--- src/rtl/cuckoo_hash_table.sv ---
// Two-way cuckoo hash table with a bounded eviction chain; one operation in flight at a time.
// Define CUCKOO_STASH_EN to add a one-entry stash that absorbs the key left over on overflow.
module cuckoo_hash_table #(
  parameter int unsigned KEY_W     = 32,
  parameter int unsigned DEPTH     = 8,
  parameter int unsigned MAX_KICKS = 16,
  localparam int unsigned AW       = $clog2(DEPTH),
  localparam int unsigned KW       = $clog2(MAX_KICKS + 1)
) (
  input  logic             clk_i,
  input  logic             rst_ni,
  input  logic             op_valid_i,
  output logic             op_ready_o,
  input  logic [1:0]       op_code_i,
  input  logic [KEY_W-1:0] op_key_i,
  output logic             res_valid_o,
  output logic [1:0]       res_status_o,
  output logic [KEY_W-1:0] res_key_o,
  output logic [KW-1:0]    res_kicks_o,
  output logic [AW+1:0]    occupancy_o
);

  typedef enum logic [1:0] {StIdle, StLookup, StKick, StDone} state_e;

  localparam logic [1:0] OpInsert    = 2'b01;
  localparam logic [1:0] OpDelete    = 2'b10;
  localparam logic [1:0] ResOk       = 2'b00;
  localparam logic [1:0] ResNotFound = 2'b01;
  localparam logic [1:0] ResDup      = 2'b10;
  localparam logic [1:0] ResFail     = 2'b11;

  localparam logic [KW-1:0]   MaxKicks = KW'(MAX_KICKS);
  localparam logic [KW-1:0]   KickOne  = KW'(1);
  localparam logic [AW+1:0]   OccOne   = (AW + 2)'(1);

  state_e           state_q, state_d;
  logic [1:0]       op_q, op_d;
  logic [KEY_W-1:0] key_q, key_d;
  logic [KEY_W-1:0] carry_q, carry_d;
  logic [KW-1:0]    kicks_q, kicks_d;
  logic             tgt_q, tgt_d;
  logic [1:0]       status_q, status_d;
  logic [KEY_W-1:0] rkey_q, rkey_d;
  logic [AW+1:0]    occ_q, occ_d;

  logic             res_valid_q;
  logic [1:0]       res_status_q;
  logic [KEY_W-1:0] res_key_q;
  logic [KW-1:0]    res_kicks_q;

  logic [KEY_W-1:0] t1_key_q [DEPTH];
  logic [KEY_W-1:0] t2_key_q [DEPTH];
  logic [DEPTH-1:0] t1_vld_q, t2_vld_q;

  // Table write/clear controls; a table is never written and cleared in the same cycle.
  logic             t1_set, t1_clr, t2_set, t2_clr;
  logic [AW-1:0]    t1_idx, t2_idx;
  logic [KEY_W-1:0] wr_key;
  logic             stash_set, stash_clr;
  logic             stash_hit, stash_free;

  // h2(k) = ((3*k) >> AW)[AW-1:0], product kept at KEY_W+2 bits.
  logic [KEY_W+1:0] key_x3, carry_x3;
  assign key_x3   = ({2'b00, key_q} + {1'b0, key_q, 1'b0}) >> AW;
  assign carry_x3 = ({2'b00, carry_q} + {1'b0, carry_q, 1'b0}) >> AW;

  logic unused_x3;
  assign unused_x3 = ^{key_x3[KEY_W+1:AW], carry_x3[KEY_W+1:AW]};

  logic [AW-1:0]    i1, i2, kidx;
  logic             hit1, hit2, any_hit;
  logic             kocc;
  logic [KEY_W-1:0] kslot;

  assign i1      = key_q[AW-1:0];
  assign i2      = key_x3[AW-1:0];
  assign hit1    = t1_vld_q[i1] && (t1_key_q[i1] == key_q);
  assign hit2    = t2_vld_q[i2] && (t2_key_q[i2] == key_q);
  assign any_hit = hit1 || hit2 || stash_hit;

  assign kidx  = tgt_q ? carry_x3[AW-1:0] : carry_q[AW-1:0];
  assign kocc  = tgt_q ? t2_vld_q[kidx] : t1_vld_q[kidx];
  assign kslot = tgt_q ? t2_key_q[kidx] : t1_key_q[kidx];

`ifdef CUCKOO_STASH_EN
  logic [KEY_W-1:0] stash_key_q;
  logic             stash_vld_q;

  always_ff @(posedge clk_i or negedge rst_ni) begin
    if (!rst_ni) begin
      stash_key_q <= '0;
      stash_vld_q <= 1'b0;
    end else if (stash_set) begin
      stash_key_q <= carry_q;
      stash_vld_q <= 1'b1;
    end else if (stash_clr) begin
      stash_vld_q <= 1'b0;
    end
  end

  assign stash_hit  = stash_vld_q && (stash_key_q == key_q);
  assign stash_free = !stash_vld_q;
`else
  logic unused_stash;
  assign unused_stash = stash_set ^ stash_clr;
  assign stash_hit    = 1'b0;
  assign stash_free   = 1'b0;
`endif

  always_comb begin
    state_d   = state_q;
    op_d      = op_q;
    key_d     = key_q;
    carry_d   = carry_q;
    kicks_d   = kicks_q;
    tgt_d     = tgt_q;
    status_d  = status_q;
    rkey_d    = rkey_q;
    occ_d     = occ_q;
    t1_set    = 1'b0;
    t1_clr    = 1'b0;
    t2_set    = 1'b0;
    t2_clr    = 1'b0;
    t1_idx    = i1;
    t2_idx    = i2;
    wr_key    = key_q;
    stash_set = 1'b0;
    stash_clr = 1'b0;

    case (state_q)
      StIdle: begin
        if (op_valid_i) begin
          op_d    = op_code_i;
          key_d   = op_key_i;
          kicks_d = '0;
          state_d = StLookup;
        end
      end

      StLookup: begin
        state_d = StDone;
        rkey_d  = key_q;
        case (op_q)
          OpInsert: begin
            if (any_hit) begin
              status_d = ResDup;
            end else if (!t1_vld_q[i1]) begin
              t1_set   = 1'b1;
              occ_d    = occ_q + OccOne;
              status_d = ResOk;
            end else if (!t2_vld_q[i2]) begin
              t2_set   = 1'b1;
              occ_d    = occ_q + OccOne;
              status_d = ResOk;
            end else begin
              // New key takes T1; the displaced entry starts the eviction chain toward T2.
              t1_set  = 1'b1;
              carry_d = t1_key_q[i1];
              kicks_d = KickOne;
              tgt_d   = 1'b1;
              state_d = StKick;
            end
          end
          OpDelete: begin
            status_d = ResOk;
            if (hit1) begin
              t1_clr = 1'b1;
              occ_d  = occ_q - OccOne;
            end else if (hit2) begin
              t2_clr = 1'b1;
              occ_d  = occ_q - OccOne;
            end else if (stash_hit) begin
              stash_clr = 1'b1;
              occ_d     = occ_q - OccOne;
            end else begin
              status_d = ResNotFound;
            end
          end
          default: status_d = any_hit ? ResOk : ResNotFound;
        endcase
      end

      StKick: begin
        wr_key = carry_q;
        t1_idx = kidx;
        t2_idx = kidx;
        if (!kocc) begin
          t1_set   = !tgt_q;
          t2_set   = tgt_q;
          occ_d    = occ_q + OccOne;
          status_d = ResOk;
          state_d  = StDone;
        end else if (kicks_q == MaxKicks) begin
          state_d = StDone;
          if (stash_free) begin
            stash_set = 1'b1;
            occ_d     = occ_q + OccOne;
            status_d  = ResOk;
          end else begin
            status_d = ResFail;
            rkey_d   = carry_q;
          end
        end else begin
          t1_set  = !tgt_q;
          t2_set  = tgt_q;
          carry_d = kslot;
          kicks_d = kicks_q + KickOne;
          tgt_d   = !tgt_q;
        end
      end

      StDone:  state_d = StIdle;
      default: state_d = StIdle;
    endcase
  end

  always_ff @(posedge clk_i or negedge rst_ni) begin
    if (!rst_ni) begin
      t1_vld_q <= '0;
      t2_vld_q <= '0;
      for (int i = 0; i < int'(DEPTH); i++) begin
        t1_key_q[i] <= '0;
        t2_key_q[i] <= '0;
      end
    end else begin
      if (t1_set) begin
        t1_vld_q[t1_idx] <= 1'b1;
        t1_key_q[t1_idx] <= wr_key;
      end else if (t1_clr) begin
        t1_vld_q[t1_idx] <= 1'b0;
      end
      if (t2_set) begin
        t2_vld_q[t2_idx] <= 1'b1;
        t2_key_q[t2_idx] <= wr_key;
      end else if (t2_clr) begin
        t2_vld_q[t2_idx] <= 1'b0;
      end
    end
  end

  always_ff @(posedge clk_i or negedge rst_ni) begin
    if (!rst_ni) begin
      state_q      <= StIdle;
      op_q         <= '0;
      key_q        <= '0;
      carry_q      <= '0;
      kicks_q      <= '0;
      tgt_q        <= 1'b0;
      status_q     <= '0;
      rkey_q       <= '0;
      occ_q        <= '0;
      res_valid_q  <= 1'b0;
      res_status_q <= '0;
      res_key_q    <= '0;
      res_kicks_q  <= '0;
    end else begin
      state_q      <= state_d;
      op_q         <= op_d;
      key_q        <= key_d;
      carry_q      <= carry_d;
      kicks_q      <= kicks_d;
      tgt_q        <= tgt_d;
      status_q     <= status_d;
      rkey_q       <= rkey_d;
      occ_q        <= occ_d;
      // Result registers are loaded out of DONE and read as zero between pulses.
      res_valid_q  <= (state_q == StDone);
      res_status_q <= (state_q == StDone) ? status_q : '0;
      res_key_q    <= (state_q == StDone) ? rkey_q : '0;
      res_kicks_q  <= (state_q == StDone) ? kicks_q : '0;
    end
  end

  assign op_ready_o   = (state_q == StIdle);
  assign res_valid_o  = res_valid_q;
  assign res_status_o = res_status_q;
  assign res_key_o    = res_key_q;
  assign res_kicks_o  = res_kicks_q;
  assign occupancy_o  = occ_q;

endmodule

--- config.mk ---
export PLATFORM = sky130hd
export DESIGN_NAME = cuckoo_hash_table
export DESIGN_NICKNAME = d
export VERILOG_FILES = /design/src/rtl/cuckoo_hash_table.sv
export SDC_FILE = /design/constraint.sdc
export NUM_CORES = 1
export LEC_CHECK = 0
export CAP_MARGIN = 20
export CORE_ASPECT_RATIO = 0.7
export CORE_UTILIZATION = 25
export DETAILED_ROUTE_END_ITERATION = 8
export RECOVER_POWER = 100
export SYNTH_ARGS = -nofsm -noshare
export SYNTH_HDL_FRONTEND = slang
export SYNTH_SLANG_ARGS = --single-unit
--- constraint.sdc ---
create_clock -name clk_i -period 4 [get_ports clk_i]
set_input_delay 1.2 -clock clk_i [delete_from_list [all_inputs] [get_ports clk_i]]
set_output_delay 1.2 -clock clk_i [all_outputs]
set_load 0.03 [all_outputs]
[After elaboration in Yosys (flattened, before gate mapping)]
Cells that the tools add are included.
Word-level totals
  flip-flop bits (word level): 681
  bits in latches: 0
  RAM bits: 0
  bits in read-only memories: 0
  input bits: 37
  output and inout bits: 46
  logic and storage cells: 218
  memories kept: 0
Operators by class
  $add $sub $neg: 5
  multipliers: 0
  div/mod/pow operators: 0
  $lt $le $gt $ge: 14
  equal/unequal tests: 23
  shift operators: 0
  multiplexer cells: 114
  bitwise operators: 11
  reduce and logical (&&, ||, !) cells: 20
Operators with widths (count)
  32-bit two-way mux: 21
  256-bit bitwise mux: 2
  32-bit binary-select mux with 3-bit select: 4
  32-bit demux with 3-bit select: 2
  32-bit case mux with 2 select lines: 2
  5-bit two-way mux: 14
  32-bit equality test: 2
  1-bit two-way mux: 39
  8-bit two-way mux: 4
  4-bit >= comparator (second input constant): 5
  3-bit by 4-bit less-than comparator with 1-bit output (second input constant): 5
  3-bit inverter with 4-bit output: 5
  5-bit case mux with 2 select lines: 2
  8-bit AND: 2
  2-bit two-way mux: 8
  2-bit inequality test (second input constant): 8
  8-bit inverter: 2
  8-bit bitwise OR: 2
  5-bit case mux with 3 select lines: 1
  6-bit adder: 2
  1-bit binary-select mux with 3-bit select: 4
  5-bit by 1-bit adder with 5-bit output (second input constant): 2
  3-bit two-way mux: 3
  4-bit by 1-bit less-than comparator with 1-bit output (second input constant): 2
  other kinds (25): 44

[Depth between registers and ports, before layout]
  word-level depth: 13
  gate-level depth with buffers: 21
  gate-level depth less buffers: 13

[Least setup slack after synthesis]
No wires, ideal clock.
  kind: register -> register
  start point: reg key_q[3]
  end point: reg t1_key_q[69] (netlist bit)
  setup time: 125 ps
  data arrival time: 4177 ps
  required time: 3875 ps
  path slack: -302 ps
  cell stages (with the launch flop): 17
  clock period less this slack: 4302 ps
  cells stage by stage: dfrtp_1 ha_1 buf_2 a311oi_1 nor3_1 buf_4 mux4_2 mux2i_1 xnor2_1 or4_4 a2111oi_4 a41o_1 buf_6 buf_6 o22ai_4 buf_6 mux2_4
On the way
  cells in the longest elaborated chain, start to end: 11
RTL lines
  start, declared: RTL line 38  | logic [KEY_W-1:0] key_q, key_d;
  start signal, assigned: RTL line 259  | key_q <= key_d;
  6-bit adder: RTL line 64  | assign key_x3 = ({2'b00, key_q} + {1'b0, key_q, 1'b0}) >> AW;
  3-bit inverter with 4-bit output (implied by the code): RTL line 78  | assign hit2 = t2_vld_q[i2] && (t2_key_q[i2] == key_q);
  32-bit binary-select mux with 3-bit select: RTL line 78
  32-bit two-way mux (implied by the code) (2 in a row): RTL line 78
  32-bit equality test: RTL line 78
  1-bit logical AND: RTL line 78
  1-bit logical OR: RTL line 79  | assign any_hit = hit1 || hit2 || stash_hit;
  1-bit two-way mux *: RTL line 145  | if (any_hit) begin
  1-bit two-way mux *: RTL line 143  | case (op_q)
  1-bit case mux with 2 select lines *: RTL line 130  | case (state_q)
  end signal, assigned by index: RTL line 228  | t1_key_q[t1_idx] <= wr_key;
  end, declared: RTL line 51  | logic [KEY_W-1:0] t1_key_q [DEPTH];
Every way passes the cells marked *; elsewhere a longest branch is shown, timed or not. The select of a mux whose other input is x is not followed.
A chain may end at the register's enable or synchronous reset.

[Worst setup path after layout]
  start point: reg key_q[2]
  end point: reg carry_q[18]
On the way
  cells in the longest elaborated chain, start to end: 10
RTL lines
  6-bit adder: RTL line 64
  3-bit inverter with 4-bit output (implied by the code): RTL line 78
  32-bit binary-select mux with 3-bit select: RTL line 78
  32-bit two-way mux (implied by the code) (2 in a row): RTL line 78
  32-bit equality test: RTL line 78
  1-bit logical AND: RTL line 78
  1-bit logical OR: RTL line 79
  2-bit inequality test (no source line)
  7-bit AND reduction (no source line)
  end signal, assigned: RTL line 260  | carry_q <= carry_d;
  end, declared: RTL line 39  | logic [KEY_W-1:0] carry_q, carry_d;
Parallel ways exist; a longest one is shown, timed or not. The select of a mux whose other input is x is not followed.

==> results.md <==
* DP Wirelength at 86200 microns
* Skew final at 0.0348 ns
* Num rows at 118
* Hold Path Class: register to register
* Die Y at 325 microns
* DRC at 0
* Count of flip-flops with a built-in enable after synthesis at 0
* Asr flop ratio synth at 100%
* First-pass GRT wire length at 192000 microns
* Final nets at 3656
* RSZ-0062 raised after global routing: yes
* Reg clk slew, reported paths at 0.07 ns
* TritonCTS Buffers at 68
* GRT overflow at 0
* FF-to-FF setup slack at -0.77 ns
* Period utilization at 119%
* Pin count of the biggest net entering global routing at 123
* Hold_buf cts at 0
* Initial antenna violation count at 6
* CP Data Arrival Time at 5.30 ns
* Reg2reg path depth at 18
* Outcome: finished with violations
* Via Count at 29268
* Place WS at -1.12 ns
* Syn. warnings at 0
* Failing checks: max-capacitance violations, max-slew violations, negative setup slack
* Synth Area per Inst at 10.9 sq um
* Crit start category: register
* Antenna-violating nets left at 0
* Setup WS post-layout at -0.769 ns
* Initial Util at 25.2%
* DRT Wirelength at 129000 microns
* ANT cells at 0
* Routed WL per cell at 22.9 microns
* Number of synthesized register bits at 681
* Data required time at the worst endpoint at 4.53 ns
* Relative slew slack at -75.1%
* Post-synthesis cell count at 3423
* CP endpoint kind: register
* Post-synth cell types at 77
* Hold path startpoint: occupancy_o[4]
* Fin. Hold Viols at 0
* Slew Viols, Final at 116
* Synthesized area at 0.0373 sq mm
* CTS tree: built
* Tmin final at 4.77 ns
* Fmax at 210 MHz
* Largest fanout on the critical path at 28
* Util after Layout at 30.8%
* Hold slack at 0.469 ns
* CP max-delay cell: dfrtp_4
* Synth Net Count at 3476
* Max-cap viol count at 3
* GRT Util Overall at 16.8%
* Hold endpoint: occupancy_o[4]
* Crit Reg-Reg Startpoint: key_q[2]
* Layout cells sized above 1 at 31.6%
* CP Cell Sequence: ha_4, a31oi_4, a22oi_2, xnor2_4, buf_12, buf_8, mux4_2, a221oi_4, a21oi_4, nor3_4, nor4bb_4, buf_4, nand4_1, buf_4, a21o_4, buf_12, nor2_1, a21oi_1
* Setup Viol. Count Final at 601
* Gpl congestion at 0.934
* IO Count at 83
* Critical setup path kind: register to register
* Die width at 463 microns
* Root buf cell: clkbuf_16
* Post-synthesis sequential area ratio at 45.7%
* Vias in the first global route at 28376
* Area growth, synth to finish at 22.3%
* Worst path max stage delay at 0.51 ns
* First DRT Iteration DRCs at 3241
* RR Endpoint: carry_q[18]
* Port buffer count at 82
* First-pass detailed-route iteration total at 8
* Largest buffer count on any clock path at 3
* Clk sink count at 681
* Die Footprint at 0.151 sq mm
* Slew @ Worst Pin at 2.63 ns
* H-tree depth at 3
* Hold path depth at 1
* Via density at 5.20
* Core ar. at 0.148 sq mm
* Prevailing post-synth register cell: dfrtp_1
* Skew-Pair Late Insertion Delay at 0.69 ns
[placed cells by master (no fill, tap or decap), types with 51 or more instances in the layout]
cell type  instances
a21oi_1           87
mux2i_1          123
mux2_4           113
buf_12            57
mux2_1            67
mux4_2            96
nor2_1            57
a31oi_1           51
clkbuf_16         69
buf_4            236
dfrtp_1          676
mux2_2           409
nand2_1          622
nand3_1          258
[synth_stat cells, types with 35 or more instances]
cell,number,area [sq um]
a21oi_1,89,445
buf_2,41,205
xnor2_1,47,412
nand3_1,259,1300
o22ai_1,46,288
nor2_1,81,304
mux2_4,54,811
mux2i_1,130,1300
dfrtp_1,681,17000
clkbuf_1,179,672
a31oi_1,52,325
mux2_2,412,4640
and3_1,45,282
a311oi_1,35,307
mux2_1,123,1390
and2_1,41,257
nand2_1,626,2350
mux4_2,96,2160
o21ai_0,51,255
[registers in the layout (all words and copies together) (netlist names), named ones only]
name,count
kicks_q,5
key_q,32
occupancy_o,5
res_valid_o,1
res_key_o,32
t2_key_q,256
state_q,2
res_status_o,2
carry_q,32
op_q,2
res_kicks_o,5
tgt_q,1
rkey_q,32
t1_key_q,256
status_q,2
[cell type report]
| class | count | area, sq um |
|---|---|---|
| Clock inverter | 27 | 382 |
| Tap cell | 1980 | 2480 |
| Timing Repair Buffer | 397 | 3960 |
| Multi-Input combinational cell | 2428 | 19700 |
| Inverter | 27 | 101 |
| Sequential cell | 681 | 17100 |
| Fill cell | 14952 | 102000 |
| Clock buffer | 93 | 1920 |
[per-layer routing]
metal | GRT usage (%) | vias to the layer above | routed length, microns
met2 | 23.2 | 1384 | 52900
met4 | 4.41 | 8 | 2790
met1 | 24.6 | 15020 | 59000
met3 | 5.56 | 203 | 14100
met5 | 0 | - | 49
li1 | - | 12653 | -
[logic make-up (layout without fill, tap and decap cells)]
family,after synthesis,count (layout),share of synthesized area (%)
AOI/OAI and AO/OA,407,407,7.40
xor gates and xnor gates,69,69,1.66
and+or+nand+nor,1121,1121,13.2
adders and majority gates,16,16,0.537
DFF,681,681,45.7
muxes,815,815,27.6
buffers and inverters,314,544,3.80
[per-stage QoR]
step	instance area, sq um	cells	TNS [ns]
floorplan	37400	3423	0
global placement	42500	5484	-362.67
detailed placement	42500	5484	-355.99
CTS	45300	5619	-243.42
global route	45500	5633	-428.08
finish	45500	5633	-301.42
[worst max-delay path by stage]
| stage | start | to | depth (start not counted) |
|---|---|---|---|
| floorplan | key_q[3] | t1_key_q[69] | 20 |
| CTS | key_q[2] | kicks_q[4] | 18 |
| finish | key_q[2] | carry_q[18] | 18 |
| global route | key_q[2] | kicks_q[4] | 18 |
| global placement | key_q[2] | register | 19 |
| detailed placement | key_q[2] | register | 19 |
[worst max-delay path, delay by kind of cell (launching register included)]
kind            cells  cell delay [ns]
fa+ha+maj           1             0.32
buf+inv             5             0.89
compound gates      6             1.20
xor+xnor            1             0.18
flops               1             0.51
mux                 1             0.43
simple gates        4             1.02
[repair_timing]
action / CTS / global route
cloned: 0 / 1
endpoints found under the hold margin: 0 / 0
endpoints found under the setup margin: 574 / 582
resized for setup: 101 / 48
setup buffers: 15 / 13
pin swaps: 24 / 9
Power is not shown: default switching activity piles up to over one toggle a cycle in this logic, so the estimate is an artifact.
